<file path="src/rtl/logic_op_scheduler.sv">
// logic_op_scheduler
//   Shares one combinational 4-bit logical unit between two requesters.
//   Round-robin arbitration, operand/opcode latching onto the unit pins,
//   result capture after a settle time and a valid/ready response.
//
//   state | meaning
//   ------+---------------------------------------------------------------
//   IDLE  | waiting for a request; ready given to the granted requester
//   ISSUE | latched operands/opcode driven to the unit, settle counter runs
//   RESP  | result held on rsp_* until the consumer takes it
//
// Ports
//   clk, rst_n                      clock, asynchronous active-low reset
//   req0_* / req1_*                 requester valid/ready, operands, opcode
//   alu_a, alu_b, alu_op, alu_out   logical unit pins (alu_op=0 when not issuing)
//   rsp_valid/ready/data/id         response handshake, result and owner
//   rsp_zero, rsp_err               result is zero / opcode was not legal
//   busy                            scheduler not in IDLE
module logic_op_scheduler #(
    parameter int unsigned SETTLE = 1
) (
    input  logic       clk,
    input  logic       rst_n,
    input  logic       req0_valid,
    output logic       req0_ready,
    input  logic [3:0] req0_a,
    input  logic [3:0] req0_b,
    input  logic [3:0] req0_op,
    input  logic       req1_valid,
    output logic       req1_ready,
    input  logic [3:0] req1_a,
    input  logic [3:0] req1_b,
    input  logic [3:0] req1_op,
    output logic [3:0] alu_a,
    output logic [3:0] alu_b,
    output logic [3:0] alu_op,
    input  logic [3:0] alu_out,
    output logic       rsp_valid,
    input  logic       rsp_ready,
    output logic [3:0] rsp_data,
    output logic       rsp_id,
    output logic       rsp_zero,
    output logic       rsp_err,
    output logic       busy
);

    typedef enum logic [1:0] {
        IDLE  = 2'd0,
        ISSUE = 2'd1,
        RESP  = 2'd2
    } state_t;

    localparam logic [3:0] SETTLE_M1 = 4'(SETTLE - 1);

    state_t     state;
    logic       last_grant;
    logic       id_q;
    logic [3:0] cnt;
    logic       grant0;
    logic       grant1;
    logic       accept;

    function automatic logic op_legal(input logic [3:0] op);
        case (op)
            4'b1000, 4'b1010, 4'b1001, 4'b1011,
            4'b1100, 4'b1101, 4'b1111, 4'b1110: op_legal = 1'b1;
            default:                            op_legal = 1'b0;
        endcase
    endfunction

    // req0 wins unless req1 is also pending and req0 had the last grant.
    always_comb begin
        grant0 = req0_valid & (~req1_valid | last_grant);
        grant1 = req1_valid & ~grant0;
        accept = (state == IDLE) & (grant0 | grant1);
    end

    // Ready is gated by rst_n so every output reads 0 while reset is held.
    assign req0_ready = rst_n & (state == IDLE) & grant0;
    assign req1_ready = rst_n & (state == IDLE) & grant1;

    // alu_a/alu_b/alu_op double as the latched operand/opcode registers.
    always_ff @(posedge clk or negedge rst_n) begin
        if (!rst_n) begin
            state      <= IDLE;
            last_grant <= 1'b1;
            id_q       <= 1'b0;
            cnt        <= 4'd0;
            alu_a      <= 4'd0;
            alu_b      <= 4'd0;
            alu_op     <= 4'd0;
            rsp_valid  <= 1'b0;
            rsp_data   <= 4'd0;
            rsp_id     <= 1'b0;
            rsp_zero   <= 1'b0;
            rsp_err    <= 1'b0;
            busy       <= 1'b0;
        end else begin
            case (state)
                IDLE: begin
                    if (accept) begin
                        id_q       <= grant1;
                        last_grant <= grant1;
                        alu_a      <= grant1 ? req1_a  : req0_a;
                        alu_b      <= grant1 ? req1_b  : req0_b;
                        alu_op     <= grant1 ? req1_op : req0_op;
                        cnt        <= SETTLE_M1;
                        busy       <= 1'b1;
                        state      <= ISSUE;
                    end
                end
                ISSUE: begin
                    if (cnt == 4'd0) begin
                        rsp_data  <= alu_out;
                        rsp_zero  <= (alu_out == 4'd0);
                        rsp_err   <= ~op_legal(alu_op);
                        rsp_id    <= id_q;
                        rsp_valid <= 1'b1;
                        alu_op    <= 4'd0;
                        state     <= RESP;
                    end else begin
                        cnt <= cnt - 4'd1;
                    end
                end
                RESP: begin
                    if (rsp_ready) begin
                        rsp_valid <= 1'b0;
                        busy      <= 1'b0;
                        state     <= IDLE;
                    end
                end
                default: begin
                    state <= IDLE;
                end
            endcase
        end
    end

endmodule

</file>
<file path="config.mk">
export PLATFORM = sky130hd
export DESIGN_NAME = logic_op_scheduler
export DESIGN_NICKNAME = d
export VERILOG_FILES = /design/src/rtl/logic_op_scheduler.sv
export SDC_FILE = /design/constraint.sdc
export NUM_CORES = 1
export LEC_CHECK = 0
export CAP_MARGIN = 30
export CORE_AREA = 2 2 101 54
export DETAILED_ROUTE_END_ITERATION = 7
export DIE_AREA = 0 0 103 56
export SETUP_SLACK_MARGIN = 0.05
export SLEW_MARGIN = 20
export SYNTH_ARGS = -nofsm -noshare
export SYNTH_HDL_FRONTEND = slang
export SYNTH_SLANG_ARGS = --single-unit
</file>
<file path="constraint.sdc">
create_clock -name clk -period 2.05 [get_ports clk]
set_input_delay 0.41 -clock clk [delete_from_list [all_inputs] [get_ports clk]]
set_output_delay 0.41 -clock clk [all_outputs]
set_load 0.02 [all_outputs]
</file>
==> results.md <==
- The run finished with clean final reports.
- The routed layout has ~1100 vias.
- The sink of the worst hold path is alu_a[3].
- After synthesis, the share of flip-flops with an asynchronous set or reset is 100.0%.
- The number of endpoints with negative hold slack in the final report is 0.
- The deepest clock path buffer count is 2.
- The final number of max-transition violations is 0.
- At the pin with the least slew margin, the transition time is around 420 ps.
- The tree built by TritonCTS fans out to 29 sinks.
- In the routed layout, each cell is associated on average with a via count of between 4 and 5.
- For the worst-skew pair, the clock arrives at the later sink with an insertion delay of 290 ps.
- Counting instances, the worst hold path has a depth of 1.
- The layer with the highest usage after global routing is met2.
- The number of antenna diodes in the final layout is 0.
- After synthesis the cells add up to ~1400 um^2.
- The tightest hold path in the finished design has a slack of ~490 ps.
- The met1 capacity usage during global routing is approximately an eighth.
- From left edge to right edge, the die measures a little over 100 um.
- The number of nets handed over by synthesis was about 140.
- The proportion of synthesized chip area in sequential cells is 50.65%.
- The wire length of the first global-routing pass is just over 5 mm.
- The first routing iteration left 34 violations.
- For the finished layout, the period the worst path requires is a little under 2000 ps.
- The initialized floorplan defines 18 standard-cell rows.
- The remaining antenna violation count is 0.
- The number of placed instances, taps included, is between 200 and 250.
- The area enclosed by the die boundary is 5768 um^2.
- The worst register-to-register path has a depth of 5.
- The biggest fanout along the worst timing path is 3.
- The number of fill cells is ~470.
- The clock tree root buffer cell is sky130_fd_sc_hd__clkbuf_8.
- The top-level port count is 56.
- The count of buffers added by post-CTS timing repair for setup is 0.
- Setup violations remaining at the end of the flow were counted as 0.
- The count of buffers from port buffering is 55.
- During synthesis, Yosys emitted a total of 0 warnings.
- Excluding fillers, the count of instances in the completed layout stands at roughly 240.
- The area of the placeable core is roughly 4800 um^2.
- The worst setup path is captured at a primary output.
- The total overflow left after global routing is 0.
- The initial utilization of the core area, before any placement, comes to 29.78%.
- In this run, synthesis inferred 0 flip-flops with an integrated enable.
- The dominant register cell in the synthesized netlist is sky130_fd_sc_hd__dfrtp_1.
- Measured against its own limit, the worst slew margin works out to a little under three quarters.
- The total cell area at the placement stage is roughly 2100 um^2.
- At the worst endpoint, the required time is 1640 ps.
- The share of final-layout standard cells stronger than drive strength 1 is 21.84%.
- The clock input transition at the sequential cells of the worst setup and hold paths is about 60 ps.
- After clock tree synthesis, the flow added hold-fix buffers numbering 0.
- Setup repair after global routing could not meet its margin everywhere.
- The vertical extent of the die is between 50 and 60 um.
- The number of global-route vias before repair is between 1000 and 1500.
- The total global-route track usage is around an eighth.
- For this design the ratio of total power to cell area is around 1500 nW/um^2.
- The number of detailed-route iterations in the first pass is 4.
- The maximum number of pins on one net before global-route repair is 19.
- The number of storage elements in the synthesis netlist is 29.
- The CTS tree is yes.
- The completed layout was analyzed and its total power is 3279 uW.
- The worst register-to-register path ends at rsp_data[2].
- The final routed wirelength across all metal layers is roughly 3.2 mm.
- Max-cap violations in this run came to 0.
- The data arrival time of the worst path is approximately 1500 ps.
- The initial antenna violation count is 0.
- The worst setup skew after layout is 9.264 ps.
- The source of the worst hold timing path is alu_a[3].
- The mean instance size in the synthesized netlist is 13.05 um^2.
- Clock tree synthesis inserted a total of 5 buffers.
- The number of nets in the layout is around 210.
- STA classifies the critical path startpoint as an input pin.
- The average wire length per cell after detail routing is between 10 and 15 um.
- In the global route stage, met3 resource usage came out at 3.894%.
- Compared with the post-synthesis result, the final layout area differs by 52.92%.
- The critical path in this run is classified as in -> out.
- For this run, design rule violations remaining after detail routing come to 0.
- The level count of the clock H-tree is 2.
- Across all register-to-register paths, the minimum setup slack is about 370 ps.
- In this run the critical register-to-register path is launched from cnt[0].
- In this run the worst hold path is classified as reg -> reg.
- The top achievable clock speed is a little over 500 MHz.
- The met2 usage in global routing is 19.57%.
- In this run, distinct cell masters in the synthesized netlist total 34.
- Summed over all nets, the half-perimeter wirelength after detailed placement is 2.371 mm.
- With fillers left out, the area of the finished cells amounts to around 2200 um^2.
- Routability-driven placement finished with a final weighted congestion of roughly 0.77.
- VDD sags by at most 539.5 uV.
- After layout, the worst path uses ~94% of the clock period.
- Adding up every negative setup slack in the final design gives 0 ps.
- The cell leakage power is around 0.00092 uW.
- The cell count after synthesis is 110.
-- cell type report --
class / count / area (um^2) / share of cell area (%)
Clock buffer: 6 / 82.58 / 3.763
Clock inverter: 2 / 37.54 / 1.710
Inverter: 4 / 15.01 / 0.6842
Multi-Input combinational cell: 73 / 661.9 / 30.16
Sequential cell: 29 / 726.9 / 33.12
Tap cell: 70 / 87.58 / 3.991
Timing Repair Buffer: 60 / 583.1 / 26.57
-- logic make-up after synthesis --
kind of cell	Yosys count	share of synthesized area, %
compound gates	21	9.938
fa+ha+maj	1	0.8717
buf+inv	8	3.225
flops	29	50.65
mux	32	25.89
simple gates	19	9.417
-- through the flow --
step	util, %	setup slack [ps]
2_1_floorplan	-	553.4
5_1_grt	45.53	38.72
3_5_place_dp	43.15	-184.4
3_3_place_gp	43.15	-167.2
6_report	45.53	124.7
4_1_cts	45.61	76.46
-- worst max path at each step --
stage	cells after the start	from	slack (ps)	to
6_report	4	req0_valid	120	req1_ready
4_1_cts	5	req1_valid	80	req0_ready
3_5_place_dp	4	req1_valid	-180	req1_ready
2_1_floorplan	3	req1_valid	550	req1_ready
5_1_grt	4	req1_valid	40	req1_ready
3_3_place_gp	4	req0_valid	-170	req1_ready
-- routing by layer --
metal	part of all wire, %	vias up
li1	-	529
met1	42	538
met2	52	18
met3	4.1	5
met4	1.8	0
met5	0	-
-- timing repair --
action / in CTS / in global routing
setup endpoints to repair: 2 / 2
pin swaps: 0 / 0
gates resized for setup: 3 / 2
-- state kept, by name, indices dropped and copies added, names as in the netlist --
signal and cells:
alu_a 4, alu_b 4, alu_op 4, busy 1
cnt 4, id_q 1, last_grant 1, rsp_data 4
rsp_err 1, rsp_id 1, rsp_valid 1, rsp_zero 1
state 2
-- placed cells by master, fill, tap and decap left out, types with 2 or more instances in the layout --
master and n:
sky130_fd_sc_hd__buf_4 5, sky130_fd_sc_hd__clkbuf_8 6, sky130_fd_sc_hd__clkdlybuf4s50_1 53, sky130_fd_sc_hd__dfrtp_1 28, sky130_fd_sc_hd__inv_1 4, sky130_fd_sc_hd__mux2_1 6
sky130_fd_sc_hd__mux2_2 11, sky130_fd_sc_hd__mux2_4 6, sky130_fd_sc_hd__mux2i_1 9, sky130_fd_sc_hd__nand2_1 2, sky130_fd_sc_hd__nand2b_1 2, sky130_fd_sc_hd__nand3_1 2
sky130_fd_sc_hd__nor2b_1 2, sky130_fd_sc_hd__nor4_1 2, sky130_fd_sc_hd__o21ai_0 11, sky130_fd_sc_hd__o22ai_1 2, sky130_fd_sc_hd__o31ai_1 2
-- power breakdown --
part / internal (uW) / switching (uW) / leakage [uW]
registers: 856 / 178 / 0.000346
clock network: 395 / 233 / 0.0000574
logic: 841 / 775 / 0.000513
-- cell usage after synthesis (2+ instances only) --
cell	count	share of area [%]
sky130_fd_sc_hd__buf_6	2	1.6
sky130_fd_sc_hd__dfrtp_1	28	49
sky130_fd_sc_hd__inv_1	4	1.0
sky130_fd_sc_hd__mux2_1	6	4.7
sky130_fd_sc_hd__mux2_2	11	8.6
sky130_fd_sc_hd__mux2_4	6	6.3
sky130_fd_sc_hd__mux2i_1	9	6.3
sky130_fd_sc_hd__nand2_1	2	0.52
sky130_fd_sc_hd__nand2b_1	2	0.87
sky130_fd_sc_hd__nand3_1	2	0.70
sky130_fd_sc_hd__nor2b_1	2	0.87
sky130_fd_sc_hd__nor4_1	2	0.87
sky130_fd_sc_hd__o21ai_0	11	3.8
sky130_fd_sc_hd__o22ai_1	2	0.87
sky130_fd_sc_hd__o31ai_1	2	1.0
-- critical path, stage by stage --
cell and delay (ps):
sky130_fd_sc_hd__clkdlybuf4s50_1 480, sky130_fd_sc_hd__a21boi_4 180, sky130_fd_sc_hd__and3_1 150, sky130_fd_sc_hd__clkdlybuf4s15_1 290
Power figures use the tool's default switching activity.
==> RTL edit, RTL diff (same settings) <==
Register the output `rsp_err` once more, cleared by the reset; this adds one clock of latency there. The other outputs are not delayed to match.
--- a/src/rtl/logic_op_scheduler.sv
+++ b/src/rtl/logic_op_scheduler.sv
@@ -52,6 +52,8 @@
 
     localparam logic [3:0] SETTLE_M1 = 4'(SETTLE - 1);
 
+    logic rsp_err_s0;
+
     state_t     state;
     logic       last_grant;
     logic       id_q;
@@ -93,7 +95,7 @@
             rsp_data   <= 4'd0;
             rsp_id     <= 1'b0;
             rsp_zero   <= 1'b0;
-            rsp_err    <= 1'b0;
+            rsp_err_s0 <= 1'b0;
             busy       <= 1'b0;
         end else begin
             case (state)
@@ -113,7 +115,7 @@
                     if (cnt == 4'd0) begin
                         rsp_data  <= alu_out;
                         rsp_zero  <= (alu_out == 4'd0);
-                        rsp_err   <= ~op_legal(alu_op);
+                        rsp_err_s0 <= ~op_legal(alu_op);
                         rsp_id    <= id_q;
                         rsp_valid <= 1'b1;
                         alu_op    <= 4'd0;
@@ -136,5 +138,13 @@
         end
     end
 
+    always_ff @(posedge clk or negedge rst_n) begin
+        if (!rst_n) begin
+            rsp_err <= '0;
+        end else begin
+            rsp_err <= rsp_err_s0;
+        end
+    end
+
 endmodule
 
Check against the original RTL: not equivalent (a bounded check fails within 4 cycles, from zero or initial values and one cycle with rst_n low).
==> RTL edit against the original RTL <==
Critical path depth grew 1; sequential cell count rose by 1; design area about the same; power barely moved; routed wire length grew 0.28%; setup slack gained 0.10 ns; area after synthesis rose by 1.7%; critical endpoint is now req0_ready; clock power is 6.5% lower; largest power group unchanged.
==> RTL edit: results (changes against the original RTL) <==
metric,value,unit,change
multiplexer share of the synthesized area,25.4,%,-0.44 points
Post-synth top cells,"dfrtp_1 (29), mux2_2 (11), o21ai_0 (11), mux2i_1 (9)",,
Leakage,0.924,nW,+0.86%
crit path DAT,1.42,ns,-0.10 ns
status,finished clean,,
CTS H-tree depth,2,,unchanged
DR vias/cell,4.47,,about the same
GRT Resource Usage Total,12.2,%,+0.51 points
initial antenna violation count,0,,unchanged
# resized after CTS,2,,-1
gp weighted congestion,0.735,,-4.5%
r2r endpoint,rsp_zero$_DFFE_PN0P_,,
Worst Min Path Start,rsp_err_s0$_DFFE_PN0P_,,
Synth area leaders,"dfrtp_1 (50%), mux2_2 (8.5%), mux2i_1 (6.2%), mux2_4 (6.2%), mux2_1 (4.6%)",,
Detailed Place HPWL,2.32,mm,-2.1%
IO buf count,55,,unchanged
Mapped Nets,145,,+0.69%
Worst Setup SP,req1_valid,,
dpl ws,-0.209,ns,-0.0247 ns
register area share after synthesis,51.5,%,+0.85 points
drt first-iter violations,47,,+38%
"Avg Cell Area, Syn",13.2,um2,+0.83%
hold depth,0,,-1
Synth Area in Compound Gates,9.77,%,-0.17 points
Clock Skews,0.00605,ns,-0.00322 ns
"critical path fanouts, max",2,,-1
Worst VDD drop,0.507,mV,-6.0%
vias in the first global route,1203,,+8.1%
normalized max-slew margin,71.9,%,+0.23 points
cell area after placement,0.00210,mm2,+0.84%
Worst Hold End,rsp_err$_DFF_PN0_,,
routed len/inst,13.1,um,+0.28%
Synth Area in Adders,0.857,%,-0.015 points
first-pass GRT wire length,5.44,mm,+5.9%
Hold Slack,0.369,ns,-0.117 ns
largest net degree at the start of global routing,31,,+12
# nets final,207,,unchanged
==> RTL edit: changes by cell type in the layout (fill, tap and decap cells not counted), sizes merged <==
cell and delta:
dfrtp +1, clkinv +2, clkinvlp -1, buf -1
clkdlybuf4s15 -1
==> RTL edit: kinds of logic after synthesis <==
group / after synthesis
muxes: 32
DFF: 30
AOI/OAI and AO/OA: 21
and+or+nand+nor: 19
buffers and inverters: 8
adders and majority gates: 1
==> RTL edit: layout make-up <==
| cell class | instances | area [um2] |
|---|---|---|
| sequential | 30 | 752 |
| inverter | 4 | 15.0 |
| clock inverter | 3 | 40.0 |
| multi-input combinational | 73 | 662 |
| tap | 70 | 87.6 |
| fill | 474 | 2620 |
| clock buffer | 5 | 68.8 |
| timing repair buffer | 59 | 571 |
==> RTL edit: worst max path at each step <==
stage | endpoint | slack (ns) | cells past startpoint
floorplan | req1_ready | 0.55 | 3
global placement | req1_ready | -0.19 | 4
detailed placement | req1_ready | -0.21 | 4
CTS | req0_ready | 0.05 | 5
global route | alu_a[3]$_DFFE_PN0P_ | 0.17 | 5
finish | req0_ready | 0.22 | 5
==> RTL edit: worst max-delay path: stages <==
cell and delay [ns]:
clkdlybuf4s50_1 0.48, buf_4 0.12, inv_1 0.03, o2111a_1 0.23, clkbuf_2 0.15
==> RTL edit: per-layer routing <==
layer | global-route usage (%) | share of wire, % | vias up
met2 | 20.4 | 49 | 23
met1 | 14.1 | 44 | 533
met4 | 6.58 | 2.4 | 0
met5 | 0 | 0 | -
li1 | - | - | 524
met3 | 3.27 | 4.2 | 11
==> RTL edit: where the power goes <==
part	internal (mW)	switching (mW)	total, mW
clock	0.357	0.230	0.587
combinational	0.849	0.792	1.64
sequential	0.886	0.166	1.05
total	2.09	1.19	3.28
